===== src/rtl/seq_pkg.sv =====
// Shared types for the instruction sequencer: FSM state encoding, instruction
// field positions and the default watchdog limit.
package seq_pkg;

  typedef enum logic [2:0] {
    S_IDLE,
    S_FETCH,
    S_WAIT,
    S_ISSUE,
    S_RELEASE,
    S_DONE
  } state_t;

  localparam int INST_EXEC_BIT = 31;
  localparam int SRC0_LSB      = 0;
  localparam int SRC0_W        = 5;
  localparam int SRC1_LSB      = 5;
  localparam int SRC1_W        = 5;
  localparam int DST_LSB       = 10;
  localparam int DST_W         = 5;
  localparam int INMODE_LSB    = 15;
  localparam int INMODE_W      = 5;
  localparam int OPMODE_LSB    = 20;
  localparam int OPMODE_W      = 7;
  localparam int ALUMODE_LSB   = 27;
  localparam int ALUMODE_W     = 4;

  localparam int SEQ_TIMEOUT   = 64;

  function automatic logic inst_is_exec(input logic [31:0] inst);
    return inst[INST_EXEC_BIT];
  endfunction

endpackage


===== src/rtl/seq_watchdog.sv =====
// Load/count/expire counter bounding how long the sequencer waits in ISSUE.
// expired is high once TIMEOUT counted cycles have been seen since load.
module seq_watchdog
  import seq_pkg::*;
#(
  parameter int TIMEOUT = SEQ_TIMEOUT
) (
  input  logic clk,
  input  logic rst,
  input  logic load,
  input  logic count,
  output logic expired
);

  localparam int CW = $clog2(TIMEOUT + 1);

  logic [CW-1:0] cnt;

  // expired is combinational on cnt so the ISSUE cycle that reaches the limit acts on it
  assign expired = (cnt == CW'(TIMEOUT - 1));

  always_ff @(posedge clk) begin
    if (rst || load) begin
      cnt <= '0;
    end else if (count && !expired) begin
      cnt <= cnt + CW'(1);
    end
  end

endmodule


===== src/rtl/inst_sequencer.sv =====
// Fetches inst_count instructions from the instruction BRAM and issues them to
// the controller one at a time. Define SEQ_WATCHDOG_EN to bound the ISSUE wait.
module inst_sequencer
  import seq_pkg::*;
#(
  parameter int AW      = 10,
  parameter int DW      = 32,
  parameter int TIMEOUT = SEQ_TIMEOUT
) (
  input  logic          clk,
  input  logic          rst,
  input  logic          start,
  input  logic          stop,
  input  logic [AW-1:0] base_addr,
  input  logic [AW-1:0] inst_count,
  output logic          busy,
  output logic          done,
  output logic          error,
  output logic [AW-1:0] issued_cnt,
  output logic [AW-1:0] imem_addr,
  output logic          imem_en,
  input  logic [DW-1:0] imem_dout,
  output logic          ctrl_en,
  output logic [DW-1:0] ctrl_inst,
  input  logic          ctrl_valid
);

  state_t        state;
  logic [AW-1:0] base_q;
  logic [AW-1:0] count_q;
  logic [AW-1:0] idx;
  logic [AW-1:0] idx_nxt;
  logic          stop_q;
  logic          last;

  assign idx_nxt = idx + AW'(1);
  // a stop arriving in the RELEASE cycle itself still ends the run here
  assign last    = (idx_nxt == count_q) || stop_q || stop;

`ifdef SEQ_WATCHDOG_EN
  logic wd_expired;

  seq_watchdog #(
    .TIMEOUT (TIMEOUT)
  ) u_watchdog (
    .clk     (clk),
    .rst     (rst),
    .load    (state == S_WAIT),
    .count   (state == S_ISSUE),
    .expired (wd_expired)
  );
`else
  assign error = 1'b0;
`endif

  always_ff @(posedge clk) begin
    if (rst) begin
      state      <= S_IDLE;
      busy       <= 1'b0;
      done       <= 1'b0;
      imem_en    <= 1'b0;
      ctrl_en    <= 1'b0;
      issued_cnt <= '0;
      imem_addr  <= '0;
      ctrl_inst  <= '0;
      base_q     <= '0;
      count_q    <= '0;
      idx        <= '0;
      stop_q     <= 1'b0;
`ifdef SEQ_WATCHDOG_EN
      error      <= 1'b0;
`endif
    end else begin
      if (state != S_IDLE && stop) begin
        stop_q <= 1'b1;
      end
      case (state)
        S_IDLE: begin
          if (start) begin
            base_q     <= base_addr;
            count_q    <= inst_count;
            idx        <= '0;
            issued_cnt <= '0;
            stop_q     <= 1'b0;
            busy       <= 1'b1;
`ifdef SEQ_WATCHDOG_EN
            error      <= 1'b0;
`endif
            if (inst_count == '0) begin
              state <= S_DONE;
              done  <= 1'b1;
            end else begin
              state     <= S_FETCH;
              imem_en   <= 1'b1;
              imem_addr <= base_addr;
            end
          end
        end
        S_FETCH: begin
          imem_en <= 1'b0;
          state   <= S_WAIT;
        end
        S_WAIT: begin
          ctrl_inst <= imem_dout;
          ctrl_en   <= 1'b1;
          state     <= S_ISSUE;
        end
        S_ISSUE: begin
          if (ctrl_valid) begin
            ctrl_en <= 1'b0;
            state   <= S_RELEASE;
`ifdef SEQ_WATCHDOG_EN
          end else if (wd_expired) begin
            error   <= 1'b1;
            ctrl_en <= 1'b0;
            state   <= S_RELEASE;
`endif
          end
        end
        S_RELEASE: begin
          idx <= idx_nxt;
          // error can only be set here by this run's watchdog, so the timed-out instruction is not counted
          if (!error) begin
            issued_cnt <= issued_cnt + AW'(1);
          end
          if (last || error) begin
            state <= S_DONE;
            done  <= 1'b1;
          end else begin
            state     <= S_FETCH;
            imem_en   <= 1'b1;
            imem_addr <= base_q + idx_nxt;
          end
        end
        S_DONE: begin
          done  <= 1'b0;
          busy  <= 1'b0;
          state <= S_IDLE;
        end
        default: begin
          state <= S_IDLE;
        end
      endcase
    end
  end

endmodule


===== config.mk =====
export PLATFORM = sky130hd
export DESIGN_NAME = inst_sequencer
export DESIGN_NICKNAME = d
export VERILOG_FILES = /design/src/rtl/seq_pkg.sv /design/src/rtl/seq_watchdog.sv /design/src/rtl/inst_sequencer.sv
export SDC_FILE = /design/constraint.sdc
export NUM_CORES = 1
export LEC_CHECK = 0
export ABC_AREA = 0
export ABC_CLOCK_PERIOD_IN_PS = 3800
export BUFFER_PORTS_ARGS = -buffer_cell sky130_fd_sc_hd__clkbuf_2
export CORE_UTILIZATION = 53
export CTS_CLUSTER_DIAMETER = 120
export DETAILED_ROUTE_END_ITERATION = 10
export GPL_TIMING_DRIVEN = 0
export PLACE_DENSITY = 0.87
export SLEW_MARGIN = 20
export SYNTH_ARGS = -nofsm -noshare
export SYNTH_HDL_FRONTEND = slang
export SYNTH_SLANG_ARGS = --single-unit

===== constraint.sdc =====
create_clock -name clk -period 3.8 [get_ports clk]
set_input_delay 0.38 -clock clk [delete_from_list [all_inputs] [get_ports clk]]
set_output_delay 0.38 -clock clk [all_outputs]
set_load 0.005 [all_outputs]

Word-level counts from Yosys, hierarchy flattened
Cells that the tools add are included.
{"block": "word_totals", "output_inout_bits": 57, "memories": 0, "elab_cells": 73, "ram_bits": 0, "latchBits": 0, "mem_bits_ro": 0, "register_bits": 90}
{"block": "op_classes", "add_sub_neg": 3, "div_mod_pow": 0, "n_mul": 0, "n_lt_le_gt_ge": 0, "n_eq_ne": 12, "n_shift": 0, "reduce_logical": 19, "muxes": 27, "bitwise": 0}
{"cell": "case mux 10 bit (2 select lines)", "n": 3}
{"cell": "two-way mux 10 bit", "n": 4}
{"cell": "adder 10 x 1 -> 10 bit, second input constant", "n": 2}
{"cell": "case mux 3 bit (5 select lines)", "n": 1}
{"cell": "two-way mux 3 bit", "n": 4}
{"cell": "inequality test 2 bit, second input constant", "n": 6}
{"cell": "AND reduction 4 bit", "n": 3}
{"cell": "two-way mux 1 bit", "n": 11}
{"cell": "adder 10 bit", "n": 1}
{"cell": "== test 10 bit", "n": 1}
{"cell": "zero test 10 bit", "n": 1}
{"cell": "AND reduction 2 bit", "n": 5}
{"cell": "nonzero test 3 bit", "n": 3}
{"cell": "== test 3 x 2 -> 1 bit, second input constant", "n": 2}
{"cell": "== test 3 bit, second input constant", "n": 2}
{"cell": "case mux 1 bit (3 select lines)", "n": 2}
{"cell": "nonzero test 2 bit", "n": 3}
{"cell": "case mux 1 bit (2 select lines)", "n": 2}
{"cell": "== test 3 x 1 -> 1 bit, second input constant", "n": 1}
{"cell": "zero test 3 bit", "n": 1}
{"cell": "logical OR 1 bit", "n": 2}
{"cell": "logical AND 1 bit", "n": 1}

Longest topological paths before layout
Gate-level depths: netlist of run 1.
{"block": "logic_depth", "word_depth": 6, "ltp_mapped": 13, "ltp_nobuf": 12}

Worst setup path before layout of run 1
No wires, ideal clock.
{"block": "synth_timing", "kind": "reg-to-reg", "startpoint": "register idx[0]", "endpoint": "register imem_addr[0]", "t_arrival_ps": 2561, "stages_incl_launch_ff": 10, "n_path_buf": 0, "required_ps": 3664, "path_slack_ps": 1102, "cell_sequence": "dfxtp_1 > ha_1 > and3_1 > xnor2_1 > o22ai_1 > a2111o_1 > or4_4 > o211a_4 > nor3_1 > a311oi_1"}
{"block": "synth_via", "elab_chain_cells": 6, "elab_cells_between_ends": 9, "cone_classes": "2 x add/sub; 2 x eq/ne; 2 x mux; 3 x reduce/logical"}
{"element": "from (decl)", "line_no": "inst_sequencer.sv:31", "source": "logic [AW-1:0] idx;"}
{"element": "from (signal assigned)", "line_no": "inst_sequencer.sv:121", "source": "idx <= idx_nxt;"}
{"element": "adder 10 x 1 -> 10 bit (*)", "line_no": "inst_sequencer.sv:36", "source": "assign idx_nxt = idx + AW'(1);"}
{"element": "branches (longest 5 deep; another with adder 10 bit)"}
{"element": "to (signal assigned)", "line_no": "inst_sequencer.sv:95", "source": "imem_addr <= base_addr;"}
{"element": "to (signal assigned)", "line_no": "inst_sequencer.sv:132", "source": "imem_addr <= base_q + idx_nxt;"}
{"element": "to (decl)", "line_no": "inst_sequencer.sv:20", "source": "output logic [AW-1:0] imem_addr,"}
Every way passes the cells marked *. The select of a mux whose other input is x is not followed.
A chain may end at the register's enable or synchronous reset.

Final worst setup path of run 1
{"block": "layout_timing", "startpoint": "register idx[0]", "endpoint": "register imem_addr[9]"}
The elaborated chain is that of the path after synthesis.

==> qor.txt, run 1 <==
Clk slew on worst S/H paths -> 0.10 ns
Global route overflow -> 0
Pin count of the biggest net entering global routing -> 18
Dpl hpwl -> 9080 um
Ys Warns -> 0
Synth Register Bits -> 90
Die area -> 8610 um2
Fin. max-slew vios -> 0
Cell Pwr Density -> 405 nW/um2
Post-synth top flop -> dfxtp_1
CP arrival -> 3.61 ns
Hold Path Class -> input pin to flop
Vias in the first global route -> 4429
Nets -> 763
Ys async rst share -> 0%
Xor and xnor fraction of the mapped netlist area -> 4.81%
Simple-Gate Fraction of Synth Area -> 24.4%
Max FO, Critical Path -> 8
RSZ-0062 raised after global routing -> no
Crit path launch type -> flop
Postcts setup bufs -> 0
Share of cells above drive strength 1 -> 21.0%
Total number of vias -> 4619
Fmax -> 0.301 GHz
Main combinational cell family by area after synthesis -> simple AND/OR/NAND/NOR gates
Least-Margin Pin Slew -> 0.721 ns
Multi-input logic area -> 2370 um2
PortBufs -> 110
VDD IR max -> 386 uV
WP data required -> 4.09 ns
Layout Cells excl Fill -> 801
Setup TNS -> 0 ns
Boundary pin count -> 114
Maxcap violations -> 0
Clk root buf -> clkbuf_8
Synth cell types -> 57
Core ar. -> 7850 um2
Syn nets -> 642
Post-synthesis compound-gate area fraction -> 19.7%
Post-route cell area -> 5280 um2
Post-Syn Area per Cell -> 7.62 um2
Number of diodes -> 0
Synth-to-layout area growth -> 20.8%
Cts hold-fix bufs -> 0
Die extent in y -> 92.8 um
Die width -> 92.8 um
Min Tclk post-route -> 3.32 ns
Status -> finished clean
TritonCTS Sinks -> 90
Gr usage total -> 30.4%
Pwr Total -> 2.14 mW
Fillcell total -> 684
TritonCTS clock tree -> done
First-pass GRT wire length -> 20400 um
Iter 0 DRT Violations -> 321
Post-synthesis mux area share -> 1.63%
Initial Utilization -> 55.6%
Mapped Cells -> 573
H-tree depth -> 3
Vias/cell -> 5.77
Final wirelength -> 12300 um
DRC violations left -> 0
Placed cell area -> 5040 um2
Area of the mapped netlist -> 4370 um2
WHS -> 0.202 ns
Initial antenna violation count -> 0
Routed len/inst -> 15.4 um
Final Setup Violations -> 0
Num rows -> 32
CTS buffer count -> 9
Number of routed nets with antenna violations -> 0
RePlAce Congestion -> 0.977
Synth Area in Adders -> 3.61%
Max Clock Skew -> 0.0122 ns
CP Class -> flop to flop
Crit end category -> flop
Clock insertion delay at the later pin of the skew report -> 0.38 ns
Sequential area share after synthesis -> 41.3%
Number of synthesized flops with an enable pin -> 0
Static leakage -> 2.21 nW
CTS resizes -> 0
TritonRoute pass-1 iters -> 5
Final Hold Viols -> 0
Slew margin rel. -> 51.8%
Register area -> 1800 um2
Crit share post-route -> 87.3%
Cells after DPL -> 785
Clock Tree Buf Depth -> 2
[report_power, final]
part	switching, mW	internal, mW
Combinational	0.207	0.131
Sequential	0.0370	0.999
Clock	0.380	0.383
Total	0.624	1.51
[metal layers]
metal / track usage [%] / up-vias / wire, um
li1: - / 2210 / -
met1: 35.2 / 2106 / 4800
met2: 50.9 / 253 / 5880
met3: 8.78 / 50 / 1170
met4: 15.4 / 0 / 475
met5: 0 / - / 0
[cell type report]
class                   count  share of cell area [%]
plain buffers              38                    2.96
clock buffers               9                    2.35
clock inverters             7                    2.02
inverters                  10                   0.712
multi-input cells         435                    44.9
flip-flops and latches     90                    34.2
well taps                 102                    2.42
repair buffers            110                    10.4
[flip-flops by register name, summed over array words and instances, names as in the netlist]
signal and flops:
imem_en 1, stop_q 1, busy 1, imem_addr 10
idx 10, ctrl_inst 32, ctrl_en 1, count_q 10
issued_cnt 10, state 3, base_q 10, done 1
[critical path, cell delays in order, from the launching register on]
cell and delay (ns):
dfxtp_1 0.51, ha_1 0.35, nand3_1 0.15, xnor2_1 0.29, ha_1 0.31, inv_1 0.11
a21oi_1 0.05, a41o_1 0.22, o41ai_1 0.43, o21ai_0 0.21, xnor2_1 0.23, o22ai_1 0.11
a221oi_2 0.27
[metrics by stage]
step	worst slack, ns	utilization [%]
floorplan	1.10	-
global placement	0.693	64.3
detailed placement	0.585	64.3
CTS	0.562	67.2
global route	0.173	67.2
finish	0.483	67.2
[synthesized netlist by cell type (all sizes together) (10+ instances only)]
| library cell | count | area share (%) |
|---|---|---|
| clkbuf | 32 | 2.8 |
| nor3 | 17 | 1.9 |
| dfxtp | 90 | 41 |
| nand3 | 14 | 1.7 |
| nor2 | 55 | 4.9 |
| inv | 10 | 0.86 |
| o21ai | 18 | 2.1 |
| ha | 11 | 3.2 |
| nand2 | 132 | 11 |
| xor2 | 10 | 2.0 |
| xnor2 | 14 | 2.8 |
| a21oi | 89 | 10 |
[cells by family (layout without fill, tap and decap cells)]
kind of cell | count (synthesis) | in the layout
AO/OA/AOI/OAI | 144 | 144
XOR/XNOR | 24 | 24
adder cells (fa/ha/maj) | 12 | 12
buffers and inverters | 48 | 174
flip-flops | 90 | 90
multiplexers | 7 | 7
other | 1 | 1
AND/OR/NAND/NOR | 247 | 247
[path summary, 6_finish.rpt]
check                        startpoint                          to  slack (ns)  depth (start not counted)
max                 idx[0]$_SDFFE_PP0P_   imem_addr[9]$_SDFFE_PP0P_        0.48                         12
min                       imem_dout[11]  ctrl_inst[11]$_SDFFE_PP0P_        0.20                          3
max reg2reg         idx[0]$_SDFFE_PP0P_   imem_addr[9]$_SDFFE_PP0P_        0.48                         12
min reg2reg  ctrl_inst[16]$_SDFFE_PP0P_  ctrl_inst[16]$_SDFFE_PP0P_        0.46                          2
[placed cells by master (no fill, tap or decap), types with 2 or more instances in the layout]
cell / netlist / layout
nand2_1: 131 / 131
clkbuf_2: 1 / 111
dfxtp_1: 90 / 90
a21oi_1: 89 / 89
nor2_1: 54 / 54
clkbuf_1: 31 / 31
nor3_1: 17 / 17
o21ai_0: 17 / 17
xnor2_1: 14 / 14
nand3_1: 13 / 13
ha_1: 11 / 11
xor2_1: 10 / 10
inv_1: 10 / 10
clkbuf_8: 0 / 9
and3_1: 8 / 8
nor4_1: 7 / 7
mux2i_1: 6 / 6
a211oi_1: 6 / 6
o22ai_1: 5 / 5
buf_2: 4 / 4
a21o_1: 3 / 3
a311oi_1: 3 / 3
inv_6: 0 / 3
buf_4: 2 / 2
or3_1: 2 / 2
nand4_1: 2 / 2
nor3b_1: 2 / 2
o31ai_1: 2 / 2
a221oi_2: 2 / 2
a221oi_1: 2 / 2
bufinv_16: 0 / 2
(Power assumes the default switching activity.)
==> run 2, diff against run 1 <==
Settings changed: CELL_PAD_IN_SITES_DETAIL_PLACEMENT set to 1, CELL_PAD_IN_SITES_GLOBAL_PLACEMENT set to 1, CORE_UTILIZATION 53 to 38.
==> run 2 against run 1 <==
  * Global-route usage is 4.7 points lower
  * Sequential share of layout area is 0.55 points lower
  * Register-to-register slack worse by 0.10 ns
  * Cell area is 1.6% higher
  * Wire length is 18% higher
  * First-iteration DRC count is 56% lower
  * Worst hold slack better by 0.039 ns
  * Non-clock buffer count stayed put
  * Power is 4.0% higher
  * Core utilization is 19 points lower
  * Clock skew is 0.0021 ns lower
  * Worst setup slack worse by 0.10 ns
  * Critical path type unchanged
  * Largest cell class unchanged
  * Highest routed layer unchanged
==> qor.txt, run 2 (synthesis results as in run 1) <==
Status -> finished clean (unchanged)
Fillcell total -> 1445 (was 684)
Slew margin rel. -> 47.4% (was 51.8%)
Max FO, Critical Path -> 8 (unchanged)
Least-Margin Pin Slew -> 0.786 ns (was 0.721 ns)
Final Setup Violations -> 0 (unchanged)
CP arrival -> 3.69 ns (was 3.61 ns)
Vias/cell -> 5.44 (was 5.77)
DRC violations left -> 0 (unchanged)
Placed cell area -> 5090 um2 (was 5040 um2)
TritonCTS Sinks -> 90 (unchanged)
Die area -> 11900 um2 (was 8610 um2)
VDD IR max -> 218 uV (was 386 uV)
Routed len/inst -> 17.4 um (was 15.4 um)
Boundary pin count -> 114 (unchanged)
Worst path slowest cell -> dfxtp_1 (unchanged)
Cell Pwr Density -> 415 nW/um2 (was 405 nW/um2)
CP Class -> flop to flop (unchanged)
Pin count of the biggest net entering global routing -> 16 (was 18)
Critical path buffers and inverters -> 1 (unchanged)
Clock Tree Buf Depth -> 2 (unchanged)
Vias in the first global route -> 4788 (was 4429)
Register area -> 1800 um2 (unchanged)
Post-route cell area -> 5360 um2 (was 5280 um2)
Hold Path Class -> input pin to flop (unchanged)
Global route overflow -> 0 (unchanged)
WHS -> 0.241 ns (was 0.202 ns)
Initial Utilization -> 39.6% (was 55.6%)
Crit share post-route -> 90.1% (was 87.3%)
Cts hold-fix bufs -> 0 (unchanged)
Synth-to-layout area growth -> 22.8% (was 20.8%)
CTS buffer count -> 9 (unchanged)
Core ar. -> 11000 um2 (was 7850 um2)
Multi-input logic area -> 2370 um2 (unchanged)
Max reg flops -> 32 (unchanged)
Fmax -> 0.292 GHz (was 0.301 GHz)
RePlAce Congestion -> 0.874 (was 0.977)
Nets -> 763 (unchanged)
TritonCTS clock tree -> done (unchanged)
WP data required -> 4.07 ns (was 4.09 ns)
Clk root buf -> clkbuf_16 (was clkbuf_8)
RSZ-0062 raised after global routing -> no (unchanged)
Biggest register -> ctrl_inst (unchanged)
Pre-CTS setup slack -> 0.480 ns (was 0.585 ns)
Fin. max-slew vios -> 0 (unchanged)
H-tree depth -> 3 (unchanged)
Max incr delay on CP -> 0.53 ns (was 0.51 ns)
Clock insertion delay at the later pin of the skew report -> 0.35 ns (was 0.38 ns)
Crit end category -> flop (unchanged)
Crit-path cells -> ha_1, nand3_1, xnor2_1, ha_1, inv_1, a21oi_1, a41o_1, o41ai_1, o21ai_0, xnor2_1, o22ai_1, a221oi_2 (unchanged)
Post-route worst setup slack -> 0.378 ns (was 0.483 ns)
CTS resizes -> 0 (unchanged)
TritonRoute pass-1 iters -> 4 (was 5)
Gr usage total -> 25.7% (was 30.4%)
Most frequent cells in the layout -> 131 x nand2_1, 111 x clkbuf_2, 90 x dfxtp_1 (unchanged)
PortBufs -> 110 (unchanged)
Clk slew on worst S/H paths -> 0.07 ns (was 0.10 ns)
Num rows -> 38 (was 32)
Initial antenna violation count -> 0 (unchanged)
Iter 0 DRT Violations -> 142 (was 321)
Die width -> 109 um (was 92.8 um)
Final Hold Viols -> 0 (unchanged)
Static leakage -> 2.23 nW (was 2.21 nW)
Crit path launch type -> flop (unchanged)
Max Clock Skew -> 0.0100 ns (was 0.0122 ns)
Crit path max-delay family -> compound AO/OA/AOI/OAI gates (unchanged)
Commonest non-fill, non-tap cell in the layout -> nand2_1 (unchanged)
Min Tclk post-route -> 3.42 ns (was 3.32 ns)
Final core utilization -> 48.6% (was 67.2%)
First-pass GRT wire length -> 23200 um (was 20400 um)
Number of diodes -> 0 (unchanged)
Dpl hpwl -> 11100 um (was 9080 um)
Postcts setup bufs -> 0 (unchanged)
Die extent in y -> 109 um (was 92.8 um)
Number of routed nets with antenna violations -> 0 (unchanged)
Maxcap violations -> 0 (unchanged)
Setup TNS -> 0 ns (unchanged)
Total number of vias -> 4560 (was 4619)
Share of cells above drive strength 1 -> 20.9% (was 21.0%)
Final wirelength -> 14600 um (was 12300 um)
==> run 2: changes by cell type in the layout (fill, tap and decap cells not counted), sizes merged <==
cell and change:
clkinv +3, inv -3, bufinv -2, clkinvlp +1
==> run 2: worst min-delay path, cell delays in order <==
cell and delay (ns):
clkbuf_2 0.08, nand2_1 0.04, a21oi_1 0.05
==> run 2: cell type report <==
class	count	share of cell area (%)
Buffer	38	2.92
Clock buffer	9	4.20
Clock inverter	6	0.817
Inverter	10	0.700
Multi-Input combinational cell	435	44.2
Sequential cell	90	33.6
Tap cell	140	3.27
Timing Repair Buffer	110	10.3
==> run 2: final timing paths <==
kind / from / to / slack (ns) / cells after the start
hold / removal: imem_dout[1] / ctrl_inst[1]$_SDFFE_PP0P_ / 0.24 / 3
setup / recovery: idx[0]$_SDFFE_PP0P_ / imem_addr[9]$_SDFFE_PP0P_ / 0.38 / 12
setup reg to reg: idx[0]$_SDFFE_PP0P_ / imem_addr[9]$_SDFFE_PP0P_ / 0.38 / 12
hold reg to reg: ctrl_inst[5]$_SDFFE_PP0P_ / ctrl_inst[5]$_SDFFE_PP0P_ / 0.46 / 2
==> run 2: per-stage QoR <==
| stage | total power [mW] | cells |
|---|---|---|
| 4_1_cts | 2.24 | 838 |
| 3_5_place_dp | 1.40 | 823 |
| 3_3_place_gp | 1.38 | 823 |
| 2_1_floorplan | 1.25 | 573 |
| 6_report | 2.22 | 838 |
| 5_1_grt | 2.31 | 838 |
==> run 2: where the power goes <==
| group | internal, mW | switching [mW] |
|---|---|---|
| sequential | 1.00 | 0.0386 |
| combinational | 0.131 | 0.215 |
| clock | 0.442 | 0.397 |
==> run 2: routing by layer <==
metal	share of wire [%]	global-route usage [%]	up-vias
li1	-	-	2211
met1	41	27.9	2191
met2	50	46.2	122
met3	5.9	5.98	36
met4	3.2	13.2	0
met5	0	0	-
